==> src/rtl/demultiplexer_frame_loader_pkg.sv <==
// Shared constants and FSM encoding for the serial-to-16-channel frame loader.
package demultiplexer_frame_loader_pkg;

    localparam int unsigned N_CH  = 16;
    localparam int unsigned PTR_W = 4;

    // Pointer value of the final channel in a frame.
    localparam logic [PTR_W-1:0] LAST_PTR = PTR_W'(N_CH - 1);

    typedef enum logic [1:0] {
        StIdle = 2'b00,
        StLoad = 2'b01,
        StDone = 2'b10
    } state_e;

endpackage

==> src/rtl/decoder_4to16.sv <==
// 4-bit index plus enable to 16-bit one-hot; all-zero when disabled.
module decoder_4to16
    import demultiplexer_frame_loader_pkg::*;
(
    input  logic [PTR_W-1:0] idx,
    input  logic             en,
    output logic [N_CH-1:0]  onehot
);

    // Single bit set at idx only while enabled.
    always_comb begin
        onehot = '0;
        if (en) begin
            onehot[idx] = 1'b1;
        end
    end

endmodule

==> src/rtl/demultiplexer_frame_loader.sv <==
// Routes a serial bit stream into 16 registered channels, either as a
// sequential frame (start + din_valid) or by direct indexed writes in idle.
module demultiplexer_frame_loader
    import demultiplexer_frame_loader_pkg::*;
#(
    parameter bit CLEAR_ON_START = 1'b1
) (
    input  logic             clk,
    input  logic             rst_n,
    input  logic             din,
    input  logic             din_valid,
    input  logic             start,
    input  logic             wr,
    input  logic [PTR_W-1:0] sel,
    output logic [N_CH-1:0]  Q,
    output logic [N_CH-1:0]  ch_strobe,
    output logic             busy,
    output logic             frame_done
);

    state_e           state_q, state_d;
    logic [PTR_W-1:0] ptr_q, ptr_d;
    logic [N_CH-1:0]  q_q, q_d;
    logic             clear;
    logic             dec_en;
    logic [PTR_W-1:0] dec_idx;
    logic [N_CH-1:0]  dec_onehot;

    // Next-state, pointer and write-select decode.
    always_comb begin
        state_d = state_q;
        ptr_d   = ptr_q;
        clear   = 1'b0;
        dec_en  = 1'b0;
        dec_idx = ptr_q;
        unique case (state_q)
            StIdle: begin
                // start has priority over a simultaneous direct write
                if (start) begin
                    state_d = StLoad;
                    ptr_d   = '0;
                    clear   = CLEAR_ON_START;
                end else if (wr) begin
                    dec_en  = 1'b1;
                    dec_idx = sel;
                end
            end
            StLoad: begin
                if (din_valid) begin
                    dec_en = 1'b1;
                    ptr_d  = ptr_q + 1'b1;
                    if (ptr_q == LAST_PTR) begin
                        state_d = StDone;
                    end
                end
            end
            StDone: begin
                state_d = StIdle;
            end
            default: begin
                state_d = StIdle;
            end
        endcase
    end

    // Gating with rst_n keeps the strobe quiet while reset is held,
    // even if wr is asserted in the reset state.
    decoder_4to16 u_decoder (
        .idx    (dec_idx),
        .en     (dec_en & rst_n),
        .onehot (dec_onehot)
    );

    // Channel register next value: optional clear, then per-bit write enables.
    always_comb begin
        q_d = clear ? '0 : q_q;
        q_d = (q_d & ~dec_onehot) | ({N_CH{din}} & dec_onehot);
    end

    // State, pointer and channel registers.
    always_ff @(posedge clk or negedge rst_n) begin
        if (!rst_n) begin
            state_q <= StIdle;
            ptr_q   <= '0;
            q_q     <= '0;
        end else begin
            state_q <= state_d;
            ptr_q   <= ptr_d;
            q_q     <= q_d;
        end
    end

    assign Q          = q_q;
    assign ch_strobe  = dec_onehot;
    assign busy       = (state_q != StIdle);
    assign frame_done = (state_q == StDone);

endmodule

==> config.mk <==
export PLATFORM = sky130hd
export DESIGN_NAME = demultiplexer_frame_loader
export DESIGN_NICKNAME = d
export VERILOG_FILES = /design/src/rtl/demultiplexer_frame_loader_pkg.sv /design/src/rtl/decoder_4to16.sv /design/src/rtl/demultiplexer_frame_loader.sv
export SDC_FILE = /design/constraint.sdc
export NUM_CORES = 1
export LEC_CHECK = 0
export ABC_AREA = 1
export CAP_MARGIN = 15
export CORE_UTILIZATION = 45
export DETAILED_ROUTE_END_ITERATION = 8
export HOLD_SLACK_MARGIN = 0.12
export MAX_ROUTING_LAYER = met4
export PLACE_DENSITY = 0.82
export SYNTH_ARGS = -nofsm -noshare
export SYNTH_HDL_FRONTEND = slang
export SYNTH_HIERARCHICAL = 1
export SYNTH_SLANG_ARGS = --single-unit
==> constraint.sdc <==
create_clock -name clk -period 3.73 [get_ports clk]
set_input_delay 0.373 -clock clk [delete_from_list [all_inputs] [get_ports clk]]
set_output_delay 0.373 -clock clk [all_outputs]
set_load 0.03 [all_outputs]
After elaboration in Yosys (flattened, before gate mapping)
Index checks and enable logic that the tools add are counted.
{"block": "totals", "elab_cells": 43, "ram_bits": 0, "mem_bits_ro": 0, "register_bits": 22, "mem_count": 0, "output_inout_bits": 34, "inputBits": 10, "latchBits": 0}
{"block": "op_classes", "n_mul": 0, "n_reduce_logical": 6, "muxes": 20, "shifts": 0, "addsub": 1, "n_lt_le_gt_ge": 2, "bitwise_logic": 5, "eq_ne": 6, "div_mod_pow": 0}
{"op": "16-bit bitwise AND", "n": 2}
{"op": "16-bit two-way mux", "n": 2}
{"op": "4-bit two-way mux", "n": 5}
{"op": "16-bit NOT", "n": 1}
{"op": "16-bit bitwise OR", "n": 1}
{"op": "4-bit case mux with 2 select lines", "n": 1}
{"op": "1-bit two-way mux", "n": 6}
{"op": "2-bit two-way mux", "n": 3}
{"op": "2-bit inequality test (second input constant)", "n": 3}
{"op": "3-bit AND reduction", "n": 2}
{"op": "4-bit by 5-bit less-than comparator with 1-bit output (second input constant)", "n": 1}
{"op": "4-bit by 1-bit adder with 4-bit output (second input constant)", "n": 1}
{"op": "1-bit demux with 4-bit select", "n": 1}
{"op": "4-bit == test (second input constant)", "n": 1}
{"op": "4-bit by 1-bit greater-or-equal comparator with 1-bit output (second input constant)", "n": 1}
{"op": "2-bit case mux with 2 select lines", "n": 1}
{"op": "2-bit nonzero test", "n": 2}
{"op": "2-bit by 1-bit == test with 1-bit output (second input constant)", "n": 1}
{"op": "2-bit == test (second input constant)", "n": 1}
{"op": "2-bit zero test", "n": 1}
{"op": "1-bit case mux with 2 select lines", "n": 1}
{"op": "1-bit bitwise AND", "n": 1}
{"op": "1-bit logical AND", "n": 1}

Logic depth before layout (Yosys ltp)
{"block": "logic_depth", "depth_word": 11, "depth_mapped": 9, "mapped_depth_nobuf": 9}

Hierarchy
The synthesis kept the hierarchy.
{"module": "demultiplexer_frame_loader", "area_per_inst_um2": 983.4, "cells_per_inst": 116, "seq_area_each_um2": 550.5, "instances": 1}
{"module": "decoder_4to16", "area_per_inst_um2": 140.1, "cells_per_inst": 33, "seq_area_each_um2": 0.0, "instances": 1}

Least setup slack after synthesis
No wires, ideal clock.
{"block": "synth_path", "path_kind": "register -> output", "from": "register state_q[1]", "to": "output port ch_strobe[12]", "path_buffers": 0, "required_time_ps": 3357, "t_arrival_ps": 1751, "path_slack_ps": 1606, "stages_incl_launch_ff": 6, "cell_sequence": "dfrtp_1 -> nor2_2 -> nand3b_2 -> a21boi_1 -> nand3_2 -> nor2_1"}
{"block": "synth_between", "elab_chain_len": 7, "word_cells_on_any_way": 11, "cone_classes": "order compare: 2; eq/ne: 1; mux: 5; bitwise: 1; reduce/logical: 2"}
{"item": "from (decl)", "line": "demultiplexer_frame_loader.sv:21", "text": "state_e state_q, state_d;"}
{"item": "from (signal assigned)", "line": "demultiplexer_frame_loader.sv:83", "text": "state_q <= StIdle;"}
{"item": "from (signal assigned)", "line": "demultiplexer_frame_loader.sv:87", "text": "state_q <= state_d;"}
{"item": "2-bit zero test", "line": "demultiplexer_frame_loader.sv:36", "text": "unique case (state_q)"}
{"item": "4-bit two-way mux", "line": "demultiplexer_frame_loader.sv:36"}
{"item": "4-bit by 5-bit less-than comparator with 1-bit output (not written as such) / 4-bit by 1-bit greater-or-equal comparator with 1-bit output (equally long branches)", "line": "decoder_4to16.sv:14", "text": "onehot[idx] = 1'b1;"}
{"item": "1-bit logical AND (not written as such)", "line": "decoder_4to16.sv:14"}
{"item": "1-bit two-way mux (not written as such)", "line": "decoder_4to16.sv:14"}
{"item": "1-bit demux with 4-bit select"}
{"item": "16-bit two-way mux (*)", "line": "decoder_4to16.sv:13", "text": "if (en) begin"}
{"item": "to (decl)", "line": "demultiplexer_frame_loader.sv:16", "text": "output logic [N_CH-1:0] ch_strobe,"}
Mark *: on every way between the ends. The rest lies on a longest branch, timed or not.

Worst setup path after layout
{"block": "layout_path", "from": "register state_q[1]", "to": "output port ch_strobe[1]"}
Same word-level chain as after synthesis.

==> results.toml <==
[status]
outcome = "complete, no violations"

[floorplanning]
die_w_um = 51.97
initial_utilization_pct = 49.37
core_mm2 = 0.002276
die_h_um = 51.97
ios = 44
rows = 17
fp.dieArea_mm2 = 0.002701

[synthesis]
synth_top_area_share_pct = 49.00
syn_area_mm2 = 0.001124
syn_nets = 160
ys_warn_count = 6
synth-seq-area-share_pct = 49.00
ys_top_cells_by_area = "dfrtp_1 (49%), nand2_1 (16%), o21ai_1 (8.5%)"
ys_ff_latch = 22
synth_cell_types = 21
synth_top_area_cell = "dfrtp_1"
synth_area_per_cell_um2 = 7.541
synthCells = 149

[sta]
hold_viol = 0
worstMarginPinSlew_ns = 0.5389
fin_crit_sh_pct = 82.66
skew_ns = 0.006160
fin_setup_tns_ns = 0
maxSlewViolCount = 0
grt_setup_unrepaired = "no"
fmax_ghz = 0.3243
relSlewSlack_pct = 63.96
finalSetupViolations = 0
post-route-min-period_ns = 3.083

[drt]
routed_wl_um = 2727
drc = 0
postRouteAntennaNets = 0
wire_per_inst_um = 12.40
first_iter_violations = 34
num_vias = 1139
vias_per_cell = 5.177
first_pass_iters = 4

[pwr]
ir_worst_vdd_mv = 0.4209
pwr_density_cell_mw_per_mm2 = 680.2
p_leak_nw = 0.7025

[clocking]
cts_buffers = 3
postCtsResizedCells = 0
cts.path.max_buffers = 2
root_buffer = "clkbuf_4"
clkSinkCount = 22
cts_tree = "yes"
postCtsHoldBufs = 0
cts_setup_buffers = 0
clkLatencyLatePin_ns = 0.31
clk_pin_slew_ns = 0.12
h-tree-depth = 1

[grt]
grt-ovfl-total = 0
grt_pass1_wl_um = 4740
antenna_found_initial = 0
grt_pass1_vias = 1102
grt_usage_pct = 24.14
grt_max_degree = 23

[finish]
drive_above_1_share_pct = 4.688
layout_commonest_cell = "nand2_1"
final_cell_mix = "nand2_1 (47), clkdlybuf4s50_1 (43), nor2_1 (24)"
final_cell_area_mm2 = 0.001590
nets = 205
final.fill_count = 202
area_delta_synth_final_pct = 41.54
final_cells = 220
antenna-diode-count = 0

[critical_path]
cp_slowest_stage_delay_ns = 0.72
crit_required_ns = 3.36
startpoint_type = "flip-flop"
path_class = "flip-flop to output pin"
crit_fanout = 9
endpoint_kind = "output pin"
crit_chain = "nor2_2 > nand3b_2 > a21boi_1 > nand3_1 > nor2_1 > clkdlybuf4s50_1"
slowest_stage = "clkdlybuf4s50_1"
arrival_ns = 2.71
r2r_cells = 7

[placement]
dpl_cell_area_mm2 = 0.001568
place_inst = 217
port_buffers = 43
gp_congestion = 0.9223
dp_hpwl_um = 2060

[worst_hold_path]
hold_class = "primary input to async pin"

[job]
cap_violations = 0
path summary, 6_finish.rpt:
check,start,to,slack [ns]
min,rst_n,Q[13]$_DFF_PN0_,0.46
min reg2reg,state_q[1]$_DFFE_PN0P_,state_q[1]$_DFFE_PN0P_,0.53
min in group clk,state_q[1]$_DFFE_PN0P_,state_q[1]$_DFFE_PN0P_,0.53
max in group asynchronous,rst_n,Q[0]$_DFF_PN0_,3.04
max,state_q[1]$_DFFE_PN0P_,ch_strobe[1],0.65
max reg2reg,state_q[1]$_DFFE_PN0P_,Q[1]$_DFF_PN0_,1.81
stage by stage:
step | hold slack, ns | util (%) | setup slack, ns | power [mW]
floorplan | 0.07741 | - | 1.606 | 0.7609
global placement | 0.4875 | 68.88 | 0.7182 | 0.9624
detailed placement | 0.5093 | 68.88 | 0.6764 | 0.9789
CTS | 0.4589 | 69.87 | 0.6579 | 1.087
global route | 0.4762 | 69.87 | 0.4416 | 1.161
finish | 0.4596 | 69.87 | 0.6469 | 1.082
cell type report:
class                   count  area [µm²]  share of cell area, %
clock buffers               3       22.52                  1.416
inverters                  12       45.04                  2.832
multi-input cells         111       499.2                  31.39
flip-flops and latches     22       550.5                  34.62
well taps                  28       35.03                  2.203
repair buffers             44       437.9                  27.54
sequential cells by signal, indices dropped and copies added, names as in the netlist:
register / cells
Q: 16
ptr_q: 4
state_q: 2
worst max-delay path, delay by kind of cell, from the launching register on:
| family | cells | cell delay (ns) |
|---|---|---|
| AND/OR/NAND/NOR | 4 | 0.80 |
| buffers and inverters | 1 | 0.72 |
| flip-flops | 1 | 0.44 |
| AO/OA/AOI/OAI | 1 | 0.44 |
layer usage:
layer	track usage (%)	up-vias	part of all wire (%)
li1	-	564	-
met1	29.93	527	45
met2	39.32	41	49
met3	4.094	7	4.8
met4	9.009	0	0.99
met5	-	-	0
kinds of logic after synthesis:
group | synth area share, %
AND/OR/NAND/NOR | 32.29
AO/OA/AOI/OAI | 11.02
flip-flops | 49.00
buffers and inverters | 6.569
adder cells (fa/ha/maj) | 1.113
Yosys cell counts (all sizes together):
library cell  instances
nand2                48
nor2                 25
dfrtp                22
o21ai                21
inv                  12
nand3                 9
buf                   3
nand4                 2
a21boi                1
a21oi                 1
a31oi                 1
clkbuf                1
ha                    1
nand3b                1
nor3                  1
where the power goes:
part	internal [mW]	total, mW	switching [mW]
Combinational	0.220	0.593	0.373
Sequential	0.322	0.382	0.0593
Clock	0.0377	0.107	0.0694
No activity file was read; power rests on OpenSTA's default activity.
==> variant 1: new RTL, config.mk and constraints unchanged <==
Set the package constant `PTR_W` to 5 (it was 4).
--- a/src/rtl/demultiplexer_frame_loader_pkg.sv
+++ b/src/rtl/demultiplexer_frame_loader_pkg.sv
@@ -2,7 +2,7 @@
 package demultiplexer_frame_loader_pkg;
 
     localparam int unsigned N_CH  = 16;
-    localparam int unsigned PTR_W = 4;
+    localparam int unsigned PTR_W = 5;
 
     // Pointer value of the final channel in a frame.
     localparam logic [PTR_W-1:0] LAST_PTR = PTR_W'(N_CH - 1);
Interface: changed (resized sel); port bits go from 44 to 45. No check against the original RTL was run, so the function may have changed too.
==> variant 1 against the unedited design <==
  * Largest power group unchanged
  * Synthesized cell count grew 9.4%
  * Synthesized area grew 6.1%
  * Clock skew shrank 4.5 ps
  * Power grew 5.2%
  * Critical path type unchanged
  * Global-route usage grew 0.072 points
  * Worst setup slack lost 140 ps
  * Sequential cell count grew 1
  * Wire length grew 8.6%
  * Final area grew 5.6%
  * Count of clock-buffer cells in the layout grew 1
==> variant 1: results (changes against the unedited design) <==
Drt
  • Metal2 WL: 1450 um (+8.1%)
  • 1st-iter DRT viols: 27 (-21%)
  • Via density: 4.91 (-5.1%)

Power
  • Leak Pwr: 0.738 nW (+5.1%)
  • Seq pwr: 397 uW (+4%)
  • Share of total power in the clock network: 0.101 (+0.002)
  • Net switching power figure: 527 uW (+5.0%)

Worst setup path
  • CP arrival: 2850 ps (+140 ps)
  • RR Endpoint: Q[2]
  • Critical Path Fanout Max: 11 (+2)
  • Worst reg2reg setup slack: 1650 ps (-160 ps)
  • R2R depth: 8 (+1)

GRT
  • First-pass GRT wire length: 4910 um (+3.6%)
  • GRT Util Overall: 0.242 (+0.000723)
  • Vias in the first global route: 1103 (+0.091%)

Placed design
  • Setup Slack @ Placement: 565 ps (-111 ps)
  • Buffers on Ports: 44 (+2.3%)
  • Post-DP HPWL: 2250 um (+9.3%)
  • Routability cong.: 0.870 (-5.6%)

Synthesis
  • Yosys cell types: 19 (-9.5%)
  • Synth top cells by count: nand2_1, nor2_1, dfrtp_1, inv_1, o21ai_0
  • Mapped Cells: 163 (+9.4%)
  • Post-Synth Adder-Cell Area: 0.0210 (+0.00985)

Cells and area
  • Non-clock buffer count: 45 (+2.3%)
  • Sequential cell area share: 0.343 (-0.00341)
  • Fillcell total: 216 (+6.9%)
  • Clock network contribution to total cell area: 0.0156 (+0.00149)
  • Clock buf count: 4 (+1)
  • Nets: 222 (+8.3%)
  • Buffer share of cell area: 0.267 (-0.00861)

Status
  • Status: finished, final reports clean

STA
  • Measured slew at the worst slew-check pin: 539 ps (+0.0870 ps)
==> variant 1: logic make-up after synthesis <==
group,count (synthesis)
simple gates,91
fa+ha+maj,2
buf+inv,21
flops,23
compound gates,26
==> variant 1: how the worst max path moves through the flow <==
stage | start | endpoint | slack (ps)
3_5_place_dp | start | ch_strobe[14] | 570
6_report | state_q[0] | ch_strobe[14] | 500
5_1_grt | state_q[0] | ch_strobe[14] | 220
3_3_place_gp | start | ch_strobe[14] | 650
2_1_floorplan | state_q[0] | ch_strobe[10] | 1610
4_1_cts | state_q[0] | ch_strobe[14] | 520
==> variant 1: metrics by stage <==
step	power [mW]	utilization	hold WS (ps)	area, um2
finish	1.14	0.672	460	1680
global route	1.22	0.672	475	1680
CTS	1.14	0.672	462	1680
detailed placement	1.03	0.661	522	1650
global placement	1.01	0.661	513	1650
floorplan	0.793	-	77.4	1190
==> variant 2: new RTL, same settings <==
Made on the original files. The 3 states of `state_e` get a one-hot encoding in 3 bits.
--- a/src/rtl/demultiplexer_frame_loader_pkg.sv
+++ b/src/rtl/demultiplexer_frame_loader_pkg.sv
@@ -7,10 +7,10 @@
     // Pointer value of the final channel in a frame.
     localparam logic [PTR_W-1:0] LAST_PTR = PTR_W'(N_CH - 1);
 
-    typedef enum logic [1:0] {
-        StIdle = 2'b00,
-        StLoad = 2'b01,
-        StDone = 2'b10
+    typedef enum logic [2:0] {
+        StIdle = 3'b001,
+        StLoad = 3'b010,
+        StDone = 3'b100
     } state_e;
 
 endpackage
Check against the original RTL: no difference found for any inputs over 10 cycles, from zero or initial values and one cycle with rst_n low; not proved beyond that.
==> variant 2 against the unedited design <==
  * Final area is 8.8% higher
  * Register-to-register slack worse by 50 ps
  * Critical path depth is 4 higher
  * Wire length is 11% higher
  * Synthesized area is 11% higher
  * Worst setup slack worse by 32 ps
  * Via count is 9.6% higher
  * Sequential cell count is 1 higher
Power is not compared: it rests on default switching activity, and its combinational part moved more than twofold at a synthesized area within 25%.
==> variant 2: results (changes against the unedited design) <==
Synthesis
  • Number of synthesized register bits: 23 (+4.5%)
  • Sequential area share after synthesis: 0.462 (-0.0276)
  • Mux share of post-synthesis cell area: 0 (unchanged)
  • Synth Area in Compound Gates: 0.0732 (-0.0370)
  • Synth Net Count: 178 (+11%)
  • Yosys cell types: 23 (+9.5%)
  • Synth top cells by count: nand2_1, dfrtp_1, nor2_1, nand3_1, inv_1
  • YS warnings: 6 (unchanged)
  • Syn avg cell area: 7.47 um2 (-0.94%)
  • Post-Synth Adder-Cell Area: 0.0100 (-0.00111)
  • Synth area leaders: dfrtp_1, nand2_1, nor2_1

Drt
  • Via density: 5.16 (-0.39%)
  • 1st-iter DRT viols: 25 (-26%)
  • Drt pass-1 iters: 6 (+2)
  • Drt total wl: 3030 um (+11%)

Cells and area
  • Share of layout cells above drive strength 1: 0.0849 (+0.0380)
  • Inverters: 13 (+1)
  • Register area: 577 um2 (+4.8%)
  • Multi-input comb cells: 128 (+15%)
  • Nets: 224 (+9.3%)
  • Post-Layout Cell Count: 242 (+10%)
  • Clock network contribution to total cell area: 0.0159 (+0.00175)
  • Fraction of area in multi-input gates: 0.348 (+0.0339)
  • Area grow syn2layout: 38.7%
  • Buffer share of cell area: 0.253 (-0.0223)
  • Fillcell total: 222 (+9.9%)

Placed design
  • Setup Slack @ Placement: 653 ps (-23.0 ps)
  • Area post-placement: 1700 um2 (+8.6%)
  • Routability cong.: 0.867 (-6.0%)
  • Post-DP HPWL: 2330 um (+13%)

GRT
  • GRT Util Overall: 0.238 (-0.00376)
  • Largest net degree at the start of global routing: 24 (+4.3%)
  • First-pass GRT wire length: 4970 um (+4.9%)
  • Vias in the first global route: 1201 (+9.0%)

STA
  • Skew final: 5.93 ps (-0.233 ps)
  • Max-slew violations: 0 (unchanged)
  • Measured slew at the worst slew-check pin: 521 ps (-18.2 ps)

Worst setup path
  • Delay of the slowest cell on the worst path: 710 ps
  • CP arrival: 2740 ps (+30 ps)
  • R2R depth: 11 (+4)
  • Critical Path Fanout Max: 6 (-3)

Clock tree
  • Worst skew pair latency: 310 ps (about the same)
  • Clk Tree Root Cell: clkbuf_4
  • CTS Buffer Depth: 2 (unchanged)
  • Reg clk slew, reported paths: 130 ps

Status
  • Status: finished, final reports clean

Floorplanning
  • Width of the die: 54.7 um (+5.2%)
[variant 2: power groups by stage]
stage / clock [mW] / sequential [mW] / combinational, mW
after floorplan: 0 / 0.328 / 0.177
after global placement: 0 / 0.315 / 0.265
after detailed placement: 0 / 0.316 / 0.272
after CTS: 0.118 / 0.312 / 0.274
after global routing: 0.128 / 0.317 / 0.303
final: 0.117 / 0.312 / 0.274
[variant 2: worst paths after layout]
kind	start	end	slack (ps)
max in group asynchronous	rst_n	state_q[0]	2980
min in group clk	Q[10]	Q[10]	530
min	rst_n	Q[9]	460
min reg2reg	Q[10]	Q[10]	530
max reg2reg	state_q[1]	Q[0]	1760
max	state_q[1]	ch_strobe[0]	620
[variant 2: metal layers]
metal	vias to the layer above	global-route usage	share of wire
li1	623	-	-
met1	585	0.283	0.44
met2	34	0.390	0.49
met3	6	0.0306	0.046
met4	0	0.120	0.016
met5	-	-	0
